**config.mk**
```make
export PLATFORM = sky130hd
export DESIGN_NAME = wb_trace_collector
export DESIGN_NICKNAME = d
export VERILOG_FILES = /design/src/rtl/trace_defs.sv /design/src/rtl/trace_fifo2w.sv /design/src/rtl/wb_trace_collector.sv
export SDC_FILE = /design/constraint.sdc
export NUM_CORES = 1
export LEC_CHECK = 0
export ABC_CLOCK_PERIOD_IN_PS = 23300
export BUFFER_PORTS_ARGS = -buffer_cell sky130_fd_sc_hd__buf_2
export CAP_MARGIN = 0
export CELL_PAD_IN_SITES_DETAIL_PLACEMENT = 0
export CELL_PAD_IN_SITES_GLOBAL_PLACEMENT = 1
export CORE_MARGIN = 1.5
export CORE_UTILIZATION = 50
export CTS_BUF_LIST = sky130_fd_sc_hd__clkbuf_4
export CTS_CLUSTER_DIAMETER = 60
export CTS_CLUSTER_SIZE = 30
export DETAILED_ROUTE_END_ITERATION = 10
export PLACE_DENSITY_LB_ADDON = 0.2
export SYNTH_ARGS = -nofsm -noshare
export SYNTH_HDL_FRONTEND = slang
export SYNTH_SLANG_ARGS = --single-unit
export TNS_END_PERCENT = 100
```
**constraint.sdc**
```tcl
create_clock -name clk -period 23.3 [get_ports clk]
set_input_delay 1.165 -clock clk [delete_from_list [all_inputs] [get_ports clk]]
set_output_delay 1.165 -clock clk [all_outputs]
set_load 0.005 [all_outputs]
```
**src/rtl/trace_defs.sv**
```systemverilog
// Shared record layout for the writeback trace collector.
// A record is {type, pc, addr, data}: 97 bits, type in the MSB.
package trace_defs;

  localparam logic REC_GRF = 1'b0;
  localparam logic REC_DM  = 1'b1;

  localparam int unsigned REC_W    = 97;
  localparam int unsigned DATA_LSB = 0;
  localparam int unsigned ADDR_LSB = 32;
  localparam int unsigned PC_LSB   = 64;
  localparam int unsigned TYPE_BIT = 96;

  typedef logic [REC_W-1:0] rec_t;

  function automatic rec_t pack_rec(input logic rtype, input logic [31:0] pc,
                                    input logic [31:0] addr, input logic [31:0] data);
    return {rtype, pc, addr, data};
  endfunction

endpackage

```
**src/rtl/trace_fifo2w.sv**
```systemverilog
// Two-write / one-read FIFO of packed trace records.
// Slot 1 is only written together with slot 0; the caller guarantees there is room.
module trace_fifo2w
  import trace_defs::*;
#(
  parameter int unsigned DEPTH = 8,
  parameter int unsigned PTR_W = 3
) (
  input  logic           clk,
  input  logic           reset,
  input  logic           wr0_en,
  input  rec_t           wr0_data,
  input  logic           wr1_en,
  input  rec_t           wr1_data,
  input  logic           rd_en,
  output rec_t           rd_data,
  output logic           rd_valid,
  output logic [PTR_W:0] count,
  output logic [PTR_W:0] free
);

  localparam logic [PTR_W:0] DepthC = (PTR_W + 1)'(DEPTH);

  rec_t             mem [DEPTH];
  logic [PTR_W-1:0] wptr_q, wptr_d, rptr_q, rptr_d, wptr_nxt;
  logic [PTR_W:0]   count_q, count_d;
  logic [1:0]       wr_num;
  logic             pop;

  always_comb begin
    pop      = rd_en & rd_valid;
    wr_num   = {1'b0, wr0_en} + {1'b0, wr1_en};
    wptr_nxt = wptr_q + PTR_W'(1);
    wptr_d   = wptr_q + PTR_W'(wr_num);
    rptr_d   = rptr_q + PTR_W'(pop);
    count_d  = count_q + (PTR_W + 1)'(wr_num) - (PTR_W + 1)'(pop);
  end

  always_ff @(posedge clk or negedge reset) begin
    if (!reset) begin
      wptr_q  <= '0;
      rptr_q  <= '0;
      count_q <= '0;
    end else begin
      wptr_q  <= wptr_d;
      rptr_q  <= rptr_d;
      count_q <= count_d;
    end
  end

  // Storage is not reset; rd_valid gates its use downstream.
  always_ff @(posedge clk) begin
    if (wr0_en) mem[wptr_q] <= wr0_data;
    if (wr1_en) mem[wptr_nxt] <= wr1_data;
  end

  assign rd_valid = (count_q != '0);
  assign rd_data  = mem[rptr_q];
  assign count    = count_q;
  // Room left once this cycle's pop is accounted for.
  assign free     = DepthC - count_q + (PTR_W + 1)'(pop);

endmodule

```
**src/rtl/wb_trace_collector.sv**
```systemverilog
// Taps MIPS GRF writes (W stage) and DM stores (M stage) and streams them as ordered records.
// Drops events when the buffer cannot take them, tracking a sticky flag and saturating count.
module wb_trace_collector
  import trace_defs::*;
#(
  parameter int unsigned DEPTH = 8,
  parameter int unsigned PTR_W = 3
) (
  input  logic        clk,
  input  logic        reset,
  input  logic        grf_we,
  input  logic [31:0] grf_pc,
  input  logic [4:0]  grf_addr,
  input  logic [31:0] grf_wd,
  input  logic        dm_we,
  input  logic [31:0] dm_pc,
  input  logic [31:0] dm_addr,
  input  logic [31:0] dm_wd,
  output logic        rec_valid,
  input  logic        rec_ready,
  output logic        rec_type,
  output logic [31:0] rec_pc,
  output logic [31:0] rec_addr,
  output logic [31:0] rec_data,
  output logic        overflow,
  output logic [15:0] drop_cnt
);

  rec_t           grf_rec, dm_rec, wr0_data, wr1_data, head;
  logic           grf_ev, dm_ev, wr0_en, wr1_en, fifo_valid;
  logic [PTR_W:0] count, free;
  logic [1:0]     drops;
  logic [16:0]    drop_sum;
  logic           overflow_q, overflow_d;
  logic [15:0]    drop_cnt_q, drop_cnt_d;

  // Writes to $0 are architecturally invisible, so they are neither recorded nor dropped.
  assign grf_ev  = grf_we & (grf_addr != 5'd0);
  assign dm_ev   = dm_we;
  assign grf_rec = pack_rec(REC_GRF, grf_pc, {27'd0, grf_addr}, grf_wd);
  assign dm_rec  = pack_rec(REC_DM, dm_pc, dm_addr, dm_wd);

  // The W-stage instruction is older, so GRF always takes slot 0 when present.
  always_comb begin
    wr0_en   = 1'b0;
    wr1_en   = 1'b0;
    wr0_data = grf_rec;
    wr1_data = dm_rec;
    drops    = 2'd0;
    if (grf_ev && dm_ev) begin
      if (free > (PTR_W + 1)'(1)) begin
        wr0_en = 1'b1;
        wr1_en = 1'b1;
      end else if (free != '0) begin
        wr0_en = 1'b1;
        drops  = 2'd1;
      end else begin
        drops  = 2'd2;
      end
    end else if (grf_ev || dm_ev) begin
      if (!grf_ev) wr0_data = dm_rec;
      if (free != '0) wr0_en = 1'b1;
      else            drops  = 2'd1;
    end
  end

  always_comb begin
    drop_sum   = {1'b0, drop_cnt_q} + {15'd0, drops};
    drop_cnt_d = drop_sum[16] ? 16'hFFFF : drop_sum[15:0];
    overflow_d = overflow_q | (drops != 2'd0);
  end

  always_ff @(posedge clk or negedge reset) begin
    if (!reset) begin
      overflow_q <= 1'b0;
      drop_cnt_q <= '0;
    end else begin
      overflow_q <= overflow_d;
      drop_cnt_q <= drop_cnt_d;
    end
  end

  trace_fifo2w #(
    .DEPTH (DEPTH),
    .PTR_W (PTR_W)
  ) u_fifo (
    .clk      (clk),
    .reset    (reset),
    .wr0_en   (wr0_en),
    .wr0_data (wr0_data),
    .wr1_en   (wr1_en),
    .wr1_data (wr1_data),
    .rd_en    (rec_ready),
    .rd_data  (head),
    .rd_valid (fifo_valid),
    .count    (count),
    .free     (free)
  );

  // Head fields read as zero while empty so the outputs match their reset values.
  always_comb begin
    rec_valid = fifo_valid;
    rec_type  = fifo_valid & head[TYPE_BIT];
    rec_pc    = fifo_valid ? head[PC_LSB +: 32] : 32'd0;
    rec_addr  = fifo_valid ? head[ADDR_LSB +: 32] : 32'd0;
    rec_data  = fifo_valid ? head[DATA_LSB +: 32] : 32'd0;
  end

  assign overflow = overflow_q;
  assign drop_cnt = drop_cnt_q;

  logic unused_count;
  assign unused_count = ^count;

endmodule
```
==> flow_metrics.env <==
export IMPL_die_area_sq_um=79960
export IMPL_grt_pass1_vias=26570
export IMPL_nets=3318
export IMPL_cp_data_arrival_time_ns=6.77
export IMPL_synthesis_nets=3210
export IMPL_fmax_mhz=161.8
export IMPL_irDropWorstVdd_mv=0.09054
export IMPL_slew_headroom=0.1758
export IMPL_start_util=0.5052
export IMPL_portBuffers=284
export IMPL_ys_async_sr_fraction=0.03362
export IMPL_hpwl_mm=61.47
export IMPL_hold_viol_final=0
export IMPL_htree_levels=2
export IMPL_worstPathCellList="inv_1, ha_1, and3_4, inv_1, nand2_1, ha_1, inv_1, ha_1, nor3b_1, a41oi_2, nor3_4, or4_2, buf_4, o21ai_4, buf_4, buf_4"
export IMPL_critPathKind="reg -> reg"
export IMPL_synth_area_sq_um=39140
export IMPL_place_congestion=0.8189
export IMPL_setup_violations=0
export IMPL_leakagePower_nw=14.36
export IMPL_clockBufferDepth=3
export IMPL_cp_slowest_cell="nor3_4"
export IMPL_post_drt_wl_per_cell_um=26.99
export IMPL_critPathTopFamily="simple AND/OR/NAND/NOR gates"
export IMPL_dr_pass1_iters=5
export IMPL_rsz0062_at_grt="false"
export IMPL_hold_buffers=0
export IMPL_p_per_area_nw_per_um2=127.3
export IMPL_area_growth_pct=8.044
export IMPL_cts_sinks=803
export IMPL_core_sq_um=77470
export IMPL_cts_resized=0
export IMPL_insertion_delay_ns=0.99
export IMPL_maxSlewViolCount=0
export IMPL_rows=102
export IMPL_critPathRequiredTime_ns=23.89
export IMPL_tightest_slew_ns=1.236
export IMPL_setup_tns_ns=0
export IMPL_postCtsSetupBuffers=0
export IMPL_slowest_delay_ns=0.92
export IMPL_maxCapViolCount=0
export IMPL_worstHoldPathType="in -> async"
export IMPL_fillers=6515
export IMPL_synth_edf_count=768
export IMPL_ff2ff_path_depth=16
export IMPL_path_depth=16
export IMPL_grt_pass1_wl_mm=168.7
export IMPL_clockRootBuffer="clkbuf_4"
export IMPL_die_x_um=282.8
export IMPL_drt_initial_drc_count=2905
export IMPL_drc=0
export IMPL_antenna_found_initial=8
export IMPL_period_share=0.2652
export IMPL_skew_ns=0.08507
export IMPL_cts_inserted_buffers=57
export IMPL_fin_crit_ns=6.179
export IMPL_grt_max_degree=108
export IMPL_power_mw=5.384
export IMPL_syn_inst=3023
export IMPL_vias=26150
export IMPL_setup_worst_path_end_class="flip-flop"
export IMPL_cts_tree="done"
export IMPL_status="finished, final reports clean"
export IMPL_synth_cell_type_count=56
export IMPL_crit_path_start_kind="flip-flop"
export IMPL_ys_flop_type="edfxtp_1"
export IMPL_gr_usage_all_layers=0.2861
export IMPL_ant_nets=0
export IMPL_dieHeight_um=282.8
export IMPL_path_max_fanout=65
export IMPL_io_pins=285
export IMPL_yosysSeqAreaShare=0.6107
export IMPL_ys_warnings_count=0
export IMPL_ys_ff_latch=803
export IMPL_avgViaCountPerCell=6.195
export IMPL_cp_buffers_inverters=6
export IMPL_avgSynthCellArea_sq_um=12.95
export IMPL_overflow=0
export IMPL_wl_mm=113.9
export IMPL_drive_gt1_frac=0.2137
export IMPL_clk_pin_slew_worst_paths_ns=0.24
cells in the mapped netlist, types with 9 or more instances:
| library cell | number | area share |
|---|---|---|
| edfxtp_1 | 768 | 0.59 |
| nand2_1 | 533 | 0.051 |
| o21ai_0 | 435 | 0.056 |
| clkbuf_1 | 206 | 0.020 |
| mux4_2 | 194 | 0.11 |
| and2_1 | 164 | 0.026 |
| mux2i_1 | 161 | 0.041 |
| nor2_1 | 105 | 0.010 |
| o21ai_1 | 85 | 0.011 |
| nor2b_1 | 55 | 0.0088 |
| buf_1 | 46 | 0.0044 |
| a22o_1 | 45 | 0.010 |
| dfrtp_1 | 27 | 0.017 |
| inv_1 | 22 | 0.0021 |
| buf_2 | 20 | 0.0026 |
| ha_1 | 14 | 0.0045 |
| or3_1 | 10 | 0.0016 |
| a21o_1 | 9 | 0.0017 |
| nand3_1 | 9 | 0.0012 |
| xor2_1 | 9 | 0.0020 |
worst reg2reg max path, delay by kind of cell, from the launching register on:
family          cells  cell delay [ns]
buf+inv             6             2.02
simple gates        5             2.38
compound gates      2             0.25
flops               1             0.42
fa+ha+maj           3             0.63
worst paths after layout:
check                                            endpoint  slack, ns                      startpoint
setup / recovery              u_fifo.mem[0][53]$_DFFE_PP_      17.12       u_fifo.count[2]$_DFF_PN0_
hold / removal                 u_fifo.wptr_q[2]$_DFF_PN0_       0.18                           reset
setup reg to reg              u_fifo.mem[0][53]$_DFFE_PP_      17.12       u_fifo.count[2]$_DFF_PN0_
hold reg to reg            u_fifo.mem[7][96]$_SDFFE_PP1P_       0.49  u_fifo.mem[7][96]$_SDFFE_PP1P_
max in group asynchronous      u_fifo.rptr_q[2]$_DFF_PN0_      22.54                           reset
min in group clk           u_fifo.mem[7][96]$_SDFFE_PP1P_       0.49  u_fifo.mem[7][96]$_SDFFE_PP1P_
per-layer routing:
metal / share of wire / up-vias / global-route usage
met5: 0.00036 / - / 0
met4: 0.029 / 6 / 0.09009
met3: 0.083 / 223 / 0.04380
met2: 0.49 / 1243 / 0.4850
met1: 0.39 / 13300 / 0.3812
li1: - / 11370 / -
placed cells by master, fill, tap and decap left out, types with 5 or more instances in the layout:
cell type / count
edfxtp_1: 768
inv_6: 6
o21ai_0: 433
a22o_1: 45
mux2i_1: 161
nand3_1: 9
inv_8: 6
clkinv_8: 11
dfrtp_1: 24
dfxtp_1: 8
inv_1: 22
xor2_1: 9
nand2_1: 533
nor2_1: 105
or2_4: 5
clkbuf_4: 61
a21o_1: 9
buf_4: 48
nor2b_1: 55
mux4_2: 194
o21bai_2: 5
o21ai_1: 85
buf_2: 284
ha_1: 14
or3_1: 10
a21oi_1: 6
and2_1: 163
metrics by stage:
stage	hold slack [ns]	setup WS, ns	utilization	std cells	area, sq um
3_3_place_gp	0.4294	17.37	0.5319	4112	41200
4_1_cts	0.1219	17.20	0.5457	4217	42270
5_1_grt	0.1667	16.84	0.5458	4221	42280
2_1_floorplan	0.4206	13.70	-	3023	39140
6_report	0.1803	17.12	0.5458	4221	42280
3_5_place_dp	0.4406	17.28	0.5319	4112	41200
cell families (layout without fill, tap and decap cells):
kind of cell	count (synthesis)	count (layout)	synth area share
flip-flops	803	803	0.6107
other	0	4	0
AND/OR/NAND/NOR	919	919	0.1082
AO/OA/AOI/OAI	609	609	0.08757
buffers and inverters	307	461	0.03181
XOR/XNOR	13	13	0.002909
adder cells (fa/ha/maj)	17	17	0.006011
multiplexers	355	355	0.1528
power breakdown:
group          internal, mW  total, mW  switching, mW
logic                 0.874       2.27           1.40
clock network         0.215      0.744          0.529
registers              2.21       2.37          0.166
sequential cells by signal (all words and copies together), names as in the netlist:
| signal | cells |
|---|---|
| drop_cnt | 16 |
| overflow | 1 |
| u_fifo.mem | 776 |
| u_fifo.count | 4 |
| u_fifo.rptr_q | 3 |
| u_fifo.wptr_q | 3 |
area by class of cell:
class                           count  area, sq um  area share
Clock buffer                       61        457.9     0.01083
Sequential cell                   803        23910      0.5655
Multi-Input combinational cell   1913        14100      0.3335
Tap cell                         1040         1301     0.03077
Antenna cell                        4        10.01   0.0002367
Clock inverter                     44        614.3     0.01453
Inverter                           23        86.33    0.002042
Timing Repair Buffer              333         1802     0.04261
(Power assumes the default switching activity.)
